[src/rtl/conversor_ps.sv]
// Parallel-to-serial converter: valid/ready load, one bit per clk on Q framed by Q_valid.
// Define CONVERSOR_PS_PARITY_EN to append an even-parity bit to every frame.
module conversor_ps #(
    parameter int unsigned WIDTH     = 4,
    parameter bit          MSB_FIRST = 1'b1
) (
    input  logic             clk,
    input  logic             CLR,
    input  logic [WIDTH-1:0] D,
    input  logic             load,
    output logic             ready,
    output logic             Q,
    output logic             Q_valid,
    output logic             done
);

    localparam int unsigned CNT_W = $clog2(WIDTH) + 1;

`ifdef CONVERSOR_PS_PARITY_EN
    typedef enum logic [1:0] {IDLE, SHIFT, PARITY} state_t;
    logic r_par;
`else
    typedef enum logic [1:0] {IDLE, SHIFT} state_t;
`endif

    state_t             r_state;
    logic [WIDTH-1:0]   r_shift;
    logic [CNT_W-1:0]   r_cnt;

    assign ready = (r_state == IDLE) & ~CLR;

    always_ff @(posedge clk) begin
        if (CLR) begin
            r_state <= IDLE;
            r_shift <= '0;
            r_cnt   <= '0;
            Q       <= 1'b0;
            Q_valid <= 1'b0;
            done    <= 1'b0;
`ifdef CONVERSOR_PS_PARITY_EN
            r_par   <= 1'b0;
`endif
        end else begin
            done <= 1'b0;
            case (r_state)
                IDLE: begin
                    Q       <= 1'b0;
                    Q_valid <= 1'b0;
                    if (load) begin
                        r_shift <= D;
                        r_cnt   <= '0;
                        r_state <= SHIFT;
`ifdef CONVERSOR_PS_PARITY_EN
                        r_par   <= ^D;
`endif
                    end
                end
                SHIFT: begin
                    // r_cnt counts bits already launched; at WIDTH the data part is finished
                    if (r_cnt == CNT_W'(WIDTH)) begin
`ifdef CONVERSOR_PS_PARITY_EN
                        Q       <= r_par;
                        Q_valid <= 1'b1;
                        r_state <= PARITY;
`else
                        Q       <= 1'b0;
                        Q_valid <= 1'b0;
                        done    <= 1'b1;
                        r_state <= IDLE;
`endif
                    end else begin
                        Q_valid <= 1'b1;
                        r_cnt   <= r_cnt + 1'b1;
                        if (MSB_FIRST) begin
                            Q       <= r_shift[WIDTH-1];
                            r_shift <= {r_shift[WIDTH-2:0], 1'b0};
                        end else begin
                            Q       <= r_shift[0];
                            r_shift <= {1'b0, r_shift[WIDTH-1:1]};
                        end
                    end
                end
`ifdef CONVERSOR_PS_PARITY_EN
                PARITY: begin
                    Q       <= 1'b0;
                    Q_valid <= 1'b0;
                    done    <= 1'b1;
                    r_state <= IDLE;
                end
`endif
                default: begin
                    Q       <= 1'b0;
                    Q_valid <= 1'b0;
                    r_state <= IDLE;
                end
            endcase
        end
    end

endmodule

[config.mk]
export PLATFORM = sky130hd
export DESIGN_NAME = conversor_ps
export DESIGN_NICKNAME = d
export VERILOG_FILES = /design/src/rtl/conversor_ps.sv
export SDC_FILE = /design/constraint.sdc
export NUM_CORES = 1
export LEC_CHECK = 0
export CAP_MARGIN = 40
export CORE_AREA = 2 2 39 41
export DETAILED_ROUTE_END_ITERATION = 7
export DIE_AREA = 0 0 41 43
export GPL_TIMING_DRIVEN = 0
export PLACE_DENSITY = 0.68
export SLEW_MARGIN = 15
export SYNTH_ARGS = -nofsm -noshare
export SYNTH_HDL_FRONTEND = slang
export SYNTH_SLANG_ARGS = --single-unit
[constraint.sdc]
create_clock -name clk -period 1.7 [get_ports clk]
set_clock_uncertainty 0.05 [all_clocks]
set_input_delay 0.51 -clock clk [delete_from_list [all_inputs] [get_ports clk]]
set_output_delay 0.51 -clock clk [all_outputs]
set_load 0.05 [all_outputs]
# Yosys cells after proc, flatten, opt, wreduce, memory -nomap -nowiden
# Index checks and enable logic that the tools add are counted.
[word_totals]
register_bits = 12
in_bits = 7
output_inout_bits = 4
elab_cells = 32
[op_classes]
n_addsub = 1
eq_ne = 5
muxes = 11
bitwise_logic = 3
reduce_logical = 6
[ops]
columns = ["operator", "count"]
rows = [
  ["4-bit two-way mux", 2],
  ["4-bit one-hot mux with 2 select lines", 1],
  ["3-bit two-way mux", 2],
  ["2-bit != test, second input constant", 3],
  ["3-bit one-hot mux with 2 select lines", 1],
  ["2-bit two-way mux", 2],
  ["2-bit one-hot mux with 2 select lines", 1],
  ["3-bit by 1-bit adder with 3-bit output, second input constant", 1],
  ["3-bit == test, second input constant", 1],
  ["3-bit AND reduction", 1],
  ["3-bit OR reduction", 1],
  ["2-bit by 1-bit == test with 1-bit output, second input constant", 1],
  ["2-bit logical NOT", 1],
  ["1-bit two-way mux", 2],
  ["1-bit NOT", 2],
  ["2-bit AND reduction", 1],
  ["2-bit nonzero test", 1],
  ["2-bit OR reduction", 1],
  ["1-bit bitwise AND", 1],
]

# Depth between registers and ports, before layout
# Gate-level depths: netlist of the first run.
[logic_depth]
word_depth = 3
depth_mapped = 5
depth_no_buf = 5

# Worst setup path after synthesis of the first run
# No wires, ideal clock.
[synth_timing]
path_kind = "input to output"
start = "input CLR"
end = "output ready"
t_arrival_ns = 1.354
required_time_ns = 1.140
setup_slack_ns = -0.214
stages = 2
n_path_buf = 1
path_cell_list = "clkbuf_1 nor2_1"
[synth_via]
elab_chain_len = 2
[synth_rtl]
columns = ["element", "line_no", "text"]
rows = [
  ["start: declaration", "8", "input logic CLR,"],
  ["1-bit NOT", "30", "assign ready = (r_state == IDLE) & ~CLR;"],
  ["1-bit bitwise AND", "30", ""],
  ["end: declaration", "11", "output logic ready,"],
]
# Every way passes these cells.

# Worst setup path in the final report of the first run
[layout_timing]
start = "register Q_valid"
end = "output Q_valid"
[layout_lines]
columns = ["element", "line_no", "text"]
rows = [
  ["start: declaration", "13", "output logic Q_valid,"],
  ["start signal: assignment", "38", "Q_valid <= 1'b0;"],
  ["start signal: assignment", "48", "Q_valid <= 1'b0;"],
  ["start signal: assignment", "67", "Q_valid <= 1'b0;"],
]
# No word-level cell between the ends.

==> results of run 1 <==
==> worst max path at each step <==
| stage | from | endpoint | slack (ps) |
|---|---|---|---|
| 6_report | Q_valid | Q_valid | 60 |
| 4_1_cts | CLR | ready | -90 |
| 5_1_grt | Q_valid | Q_valid | 9 |
| 2_1_floorplan | CLR | ready | 7 |
| 3_5_place_dp | CLR | ready | -1020 |
| 3_3_place_gp | CLR | ready | -1040 |
==> state kept, by name, indices dropped and copies added, names as in the netlist <==
register	flops
Q	1
r_state	1
r_cnt	3
r_shift	4
Q_valid	1
done	1
==> through the flow <==
step                power [mW]  area [um2]  setup slack (ps)  util [%]  TNS (ps)
CTS                     0.5487       633.1            -94.82     45.75    -94.82
finish                  0.5426       638.1             55.86     46.11         0
floorplan               0.3416       508.0             7.121         -         0
global placement        0.3690       618.1             -1035     44.67     -1064
detailed placement      0.3697       618.1             -1018     44.67     -1029
global route            0.5744       638.1             8.681     46.11         0
==> cells by family after synthesis <==
logic type / Yosys count / share of synthesized area (%)
AOI/OAI and AO/OA: 8 / 12.62
adders and majority gates: 2 / 4.950
DFF: 11 / 43.56
and+or+nand+nor: 23 / 22.52
buffers and inverters: 7 / 6.928
muxes: 4 / 9.405
==> power breakdown <==
group	internal [mW]	switching [mW]	total, mW
registers	0.269	0.00853	0.278
logic	0.0403	0.0450	0.0852
clock network	0.0908	0.0891	0.180
total	0.400	0.143	0.543
==> area by class of cell <==
type | count | area [um2]
inverters | 4 | 15.01
plain buffers | 2 | 18.77
flip-flops and latches | 11 | 220.2
well taps | 16 | 20.02
fillers | 143 | 745.7
multi-input cells | 37 | 252.7
clock buffers | 4 | 26.28
repair buffers | 9 | 85.08
==> timing repair <==
item	4_1_cts	5_1_grt
endpoints found under the setup margin	4	3
resized for setup	10	7
hold endpoints to repair	0	0
==> placed cells by master, fill, tap and decap left out <==
cell / n
dfxtp_1: 11
and3_2: 1
nor3_1: 2
mux2_4: 1
buf_4: 1
buf_6: 2
ha_1: 2
nor2_2: 1
mux2i_1: 1
nor4_1: 1
mux2_2: 2
clkbuf_1: 1
nand2_1: 4
clkbuf_4: 3
clkbuf_2: 1
nand3_1: 3
a21oi_1: 1
clkdlybuf4s50_1: 4
clkdlybuf4s15_1: 2
nor2_1: 7
inv_1: 4
nand4_1: 2
and4b_1: 1
nor3b_1: 1
a222oi_1: 3
a31oi_1: 2
o22a_1: 1
dlygate4sd2_1: 1
a21boi_0: 1
==> per-layer routing <==
layer	track usage, %	part of all wire (%)	vias to the layer above	wire length [um]
met3	6.283	7.2	2	71
met5	0	0	-	0
li1	-	-	223	-
met4	8.000	1.3	0	13
met1	17.65	48	186	471
met2	19.69	43	16	427
==> reports/metrics.sh, run 1 <==
R2R.WORST_PATH.CELLS=5
PIN_COUNT=11
SYN-NUM-NETS=64
LEAKAGEPOWER_nW=0.2630
ANTENNA_VIOLATING_NETS_POST_ROUTE=0
SHARE_OF_ASYNC_SETTABLE_OR_ASYNC_RESETTABLE_FLOPS_AFTER_SYNTHESIS_PCT=0
CORE_REGION_AREA_UM2=1384
SYN_AREA_PER_CELL_UM2=9.191
YOSYS_REGISTER_BITS=11
WORSTSETUPSTARTPOINTTYPE='flip-flop'
CLK-INSERTION-DELAY-LATE_PS=270
HTREE_LEVELS=1
HOLD_VIOLATIONS=0
WORSTPATHCELLLIST='dlygate4sd2_1'
SYNTH.CELL_AREA_UM2=505.5
SYNTHDOMINANTAREACELLTYPE='dfxtp_1'
CTS.PATH.MAX_BUFFERS=2
SYNTH_CELLS=55
COUNT_OF_PINS_OVER_THEIR_SLEW_LIMIT=0
SYNTH_EDF_COUNT=0
FLOORPLAN.DIE.WIDTH_UM=41
CTSHOLDBUFFERS=0
WORSTREG2REGEND='r_shift[3]'
R2R-START='r_cnt[0]'
SYNTH.TOP_CELLS.BY_AREA='dfxtp_1 44%, a222oi_1 5.9%, nor2_1 5.9%'
CELL_COUNT_POST_PLACEMENT=80
FLOORPLAN.DIE_AREA_UM2=1763
CLK_ROOT_BUFFER_CELL='clkbuf_4'
YOSYS.CELL_TYPES.COUNT=23
TIMING_WORST_SLEW_PIN_VALUE_PS=482.7
FINALWIRELENGTH_UM=984
DIEHEIGHT_UM=43
DRIVE_GT1_SHARE_PCT=17.91
SYNTH_WARNINGS=0
CLK_PIN_SLEW_WORST_PATHS_PS=70
VDD.IR_DROP.WORST_uV=617.3
FINALCRITPERIODSHARE_PCT=96.71
PLACE_CONGESTION=0.7267
REGTOREGSETUPSLACK_PS=170
INITIAL_STANDARD_CELL_UTILIZATION_OF_THE_CORE_PCT=36.53
CTS.SINKS=11
SYNTH_COMMON_CELLS='11 x dfxtp_1, 8 x nor2_1, 4 x inv_1, 4 x nand2_1'
HOLD_CLASS='flip-flop to flip-flop'
FP-ROW-COUNT=14
REPORT.FINAL.SETUP_VIOL=0
VIAS=427
FINALNONFILLERCELLS=83
AREAGROWTHSYNTHTOFINISH_PCT=26.24
CP_NUM_CELLS=1
GLOBALROUTETOTALUTIL_PCT=14.23
ROUTEDWLPERCELL_UM=11.86
CRITICAL_PATH_ARRIVAL_PS=1080
WORST-PATH-BUF-INV=1
TRITONCTS.NUM_BUFFERS=3
CRIT_PATH_TOP_DELAY_CELL='dlygate4sd2_1'
YOSYSMOSTFREQUENTCELL='dfxtp_1'
TIMING.CRITICAL_PATH.FANOUT_MAX=1
NUMBER_OF_NETS_IN_THE_LAYOUT=77
CRITPATHTOPFAMILY='buffers and inverters'
DETAILEDROUTE.FIRSTPASSITERATIONCOUNT=4
MAX_FREQ_MHz=608.2
ENDPOINT_KIND='output port'
CRITICAL_PATH.MAX_STAGE_DELAY_PS=510
ROUTE.DETAILED.DRC=0
VIAS_IN_THE_FIRST_GLOBAL_ROUTE=384
ROUTE.DETAILED.VIAS_PER_INST=5.145
DRV.MAX_CAP_VIOLATION_COUNT=0
TIMING.CRITICAL_PATH.REQUIRED_PS=1140
GRT_FIRST_PASS_WIRELENGTH_MM=1.635
SYNTH-MAIN-FF-CELL='dfxtp_1'
DRT_ITER0_MARKERS=12
OUTCOME='completed'
CTS_TREE='built'
POWER_DENSITY_nW_PER_UM2=850.4
HOLD-WORST-SLACK_PS=455.8
WHS_ENDPOINT='Q'
RSZ_0062_RAISED_AFTER_GLOBAL_ROUTING='no'
HOLD_PATH_STARTPOINT='r_shift[3]'
CRIT_TYPE='flip-flop to output port'
PORT_BUFFERS=9
TIMING.FINAL.CRIT_PERIOD_PS=1644
YOSYSSEQAREASHARE_PCT=43.56
AREA_SHARE_OF_THE_LARGEST_CELL_TYPE_AFTER_SYNTHESIS_PCT=43.56
ANTENNA_FOUND_INITIAL=0
GRT_MAX_DEGREE=13
MIN_PATH_CELLS=1
NUM_ANTENNA_CELLS=0
NUMBER_OF_POST_CTS_SETUP_REPAIR_BUFFERS=0
PLACE_HPWL_UM=694
WORST_SLEW_MARGIN_REL_PCT=67.95
GLOBAL_ROUTE.OVERFLOW_TOTAL=0
Power figures use the tool's default switching activity.
==> run 2, diff against run 1 <==
--- a/config.mk
+++ b/config.mk
@@ -6,9 +6,9 @@
 export NUM_CORES = 1
 export LEC_CHECK = 0
 export CAP_MARGIN = 40
-export CORE_AREA = 2 2 39 41
+export CORE_AREA = 8 8 45 47
 export DETAILED_ROUTE_END_ITERATION = 7
-export DIE_AREA = 0 0 41 43
+export DIE_AREA = 0 0 53 55
 export GPL_TIMING_DRIVEN = 0
 export PLACE_DENSITY = 0.68
 export SLEW_MARGIN = 15
==> run 2 against run 1 <==
Global-route usage shrank 6.4 points. Worst hold slack lost 15 ps. Critical path depth is the same. Combinational power is essentially flat. Cell area shrank 0.39%. Maximum frequency shrank 0.25%. Flip-flop and latch count is the same. Largest power group unchanged.
==> reports/metrics.sh, run 2 (synthesis gave the netlist of run 1 again) <==
OUTCOME='completed'  # unchanged
WORSTSETUPSTARTPOINTTYPE='flip-flop'  # unchanged
CRITICAL_PATH.MAX_STAGE_DELAY_PS=520  # was 510 ps
ROUTE.DETAILED.VIAS_PER_INST=5.133  # was 5.145
ENDPOINT_KIND='output port'  # unchanged
DIEHEIGHT_UM=55  # was 43 um
GRT_FIRST_PASS_WIRELENGTH_MM=1.649  # was 1.635 mm
HOLD_CLASS='flip-flop to flip-flop'  # unchanged
CRIT_PATH_TOP_DELAY_CELL='dlygate4sd2_1'  # unchanged
REGMOSTFLOPS='r_shift'  # unchanged
FILLCELLCOUNT=154  # was 143
PLACE_HPWL_UM=755  # was 694 um
ROUTE.DETAILED.DRC=0  # unchanged
NUMBER_OF_NETS_IN_THE_LAYOUT=77  # unchanged
VIAS=426  # was 427
MAX_FREQ_MHz=606.7  # was 608.2 MHz
VIAS_IN_THE_FIRST_GLOBAL_ROUTE=381  # was 384
REG_TOP3='r_shift x4, r_cnt x3'  # unchanged
DETAILEDROUTE.FIRSTPASSITERATIONCOUNT=6  # was 4
CTS.SINKS=11  # unchanged
ANTENNA_VIOLATING_NETS_POST_ROUTE=0  # unchanged
WORST-PATH-BUF-INV=1  # unchanged
HOLD_VIOLATIONS=0  # unchanged
HOLD-WORST-SLACK_PS=441.1  # was 455.8 ps
CRITICAL_PATH_ARRIVAL_PS=1090  # was 1080 ps
FINALCRITPERIODSHARE_PCT=96.96  # was 96.71%
CORE_REGION_AREA_UM2=1384  # unchanged
CTS.PATH.MAX_BUFFERS=2  # unchanged
LAYOUT_COMMONEST_CELL='dfxtp_1'  # unchanged
HTREE_LEVELS=1  # unchanged
PORT_BUFFERS=9  # unchanged
MOST_USED_CELLS_IN_THE_LAYOUT_EXCLUDING_FILL_AND_TAP_CELLS='11 x dfxtp_1, 7 x nor2_1'  # was 11 x dfxtp_1, 7 x nor2_1, 4 x inv_1, 4 x nand2_1, 4 x clkdlybuf4s50_1
CLK_ROOT_BUFFER_CELL='clkbuf_4'  # unchanged
ROUTEDWLPERCELL_UM=12.46  # was 11.86 um
TIMING.FINAL.CRIT_PERIOD_PS=1648  # was 1644 ps
FP-ROW-COUNT=14  # unchanged
CLK_PIN_SLEW_WORST_PATHS_PS=70  # about the same
AREAGROWTHSYNTHTOFINISH_PCT=25.74  # was 26.24%
TIMING_WORST_SLEW_PIN_VALUE_PS=488.6  # was 482.7 ps
VDD.IR_DROP.WORST_uV=528.7  # was 617.3 uV
REPORT.FINAL.SETUP_VIOL=0  # unchanged
PIN_COUNT=11  # unchanged
CLK-INSERTION-DELAY-LATE_PS=260  # was 270 ps
TRITONCTS.NUM_BUFFERS=3  # unchanged
LEAKAGEPOWER_nW=0.2699  # was 0.2630 nW
CTS_TREE='built'  # unchanged
GLOBALROUTETOTALUTIL_PCT=7.785  # was 14.23%
GRT_MAX_DEGREE=13  # unchanged
DRT_ITER0_MARKERS=27  # was 12
WORSTPATHCELLLIST='dlygate4sd2_1'  # unchanged
NUMBER_OF_POST_CTS_SETUP_REPAIR_BUFFERS=0  # unchanged
INITIAL_STANDARD_CELL_UTILIZATION_OF_THE_CORE_PCT=36.53  # unchanged
CRITPATHTOPFAMILY='buffers and inverters'  # unchanged
TIMING.CRITICAL_PATH.REQUIRED_PS=1140  # about the same
NUM_ANTENNA_CELLS=0  # unchanged
FLOORPLAN.DIE_AREA_UM2=2915  # was 1763 um2
CTSHOLDBUFFERS=0  # unchanged
WORST_SLEW_MARGIN_REL_PCT=67.55  # was 67.95%
FINALWIRELENGTH_MM=1.034  # was 984 um
PLACE_CONGESTION=0.7559  # was 0.7267
CRIT_TYPE='flip-flop to output port'  # unchanged
P_TOTAL_uW=538.3  # was 542.6 uW
ANTENNA_FOUND_INITIAL=0  # unchanged
FLOORPLAN.DIE.WIDTH_UM=53  # was 41 um
GLOBAL_ROUTE.OVERFLOW_TOTAL=0  # unchanged
LARGEST_REGISTER_FF_COUNT=4  # unchanged
TIMING.CRITICAL_PATH.FANOUT_MAX=1  # unchanged
RSZ_0062_RAISED_AFTER_GLOBAL_ROUTING='no'  # unchanged
DRV.MAX_CAP_VIOLATION_COUNT=0  # unchanged
DRIVE_GT1_SHARE_PCT=17.91  # unchanged
COUNT_OF_PINS_OVER_THEIR_SLEW_LIMIT=0  # unchanged
POWER_DENSITY_nW_PER_UM2=846.8  # was 850.4 nW/um2
[run 2: cell count changes in the layout (fill, tap and decap cells not counted)]
| cell | before | now |
|---|---|---|
| clkdlybuf4s15_1 | 2 | 0 |
| dlygate4sd2_1 | 1 | 3 |
| buf_4 | 1 | 0 |
| clkbuf_4 | 3 | 4 |
[run 2: worst paths after layout]
path / from / endpoint / slack, ps / cells past startpoint
setup / recovery: Q / Q / 50 / 1
hold / removal: r_shift[3] / Q / 440 / 1
setup reg to reg: r_cnt[0] / r_shift[2] / 170 / 5
hold reg to reg: r_shift[3] / Q / 440 / 1
[run 2: final cells by class]
cell class	instances	area (um2)	area share [%]
buffer	2	18.77	2.953
multi-input combinational	37	252.7	39.76
sequential	11	220.2	34.65
tap	16	20.02	3.150
clock buffer	4	26.28	4.134
timing repair buffer	9	82.58	12.99
inverter	4	15.01	2.362
[run 2: what timing repair did]
| item | in CTS | in global routing |
|---|---|---|
| gates resized for setup | 10 | 4 |
| gates cloned | 0 | 0 |
| endpoints found under the setup margin | 4 | 1 |
[run 2: power breakdown]
| part | total, mW | switching [mW] | leakage [nW] | internal, mW |
|---|---|---|---|---|
| Clock | 0.176 | 0.0852 | 0.0150 | 0.0906 |
| Sequential | 0.277 | 0.00817 | 0.0900 | 0.269 |
| Combinational | 0.0851 | 0.0452 | 0.165 | 0.0400 |
| Total | 0.538 | 0.139 | 0.270 | 0.400 |
[run 2: per-layer routing]
layer	global-route usage, %	share of wire (%)
met5	0	0
met3	4.278	7.3
met1	8.896	44
met4	3.879	0.97
met2	11.52	48
[run 2: through the flow]
| stage | setup slack (ps) | std cells | util [%] | instance area (um2) | TNS, ps |
|---|---|---|---|---|---|
| after global routing | 0.2797 | 83 | 45.93 | 635.6 | 0 |
| after floorplan | 7.121 | 55 | - | 508.0 | 0 |
| after global placement | -1049 | 80 | 44.67 | 618.1 | -1085 |
| after CTS | -121.2 | 83 | 45.75 | 633.1 | -121.2 |
| final | 51.74 | 83 | 45.93 | 635.6 | 0 |
| after detailed placement | -1043 | 80 | 44.67 | 618.1 | -1073 |
==> run 3, diff against run 2 <==
--- a/config.mk
+++ b/config.mk
@@ -6,9 +6,10 @@
 export NUM_CORES = 1
 export LEC_CHECK = 0
 export CAP_MARGIN = 40
-export CORE_AREA = 8 8 45 47
+export CORE_AREA = 2 2 39 41
+export CTS_CLUSTER_SIZE = 10
 export DETAILED_ROUTE_END_ITERATION = 7
-export DIE_AREA = 0 0 53 55
+export DIE_AREA = 0 0 41 43
 export GPL_TIMING_DRIVEN = 0
 export PLACE_DENSITY = 0.68
 export SLEW_MARGIN = 15
==> results of run 3 <==
Final layout, timing and power as in run 1 (identical DEF).
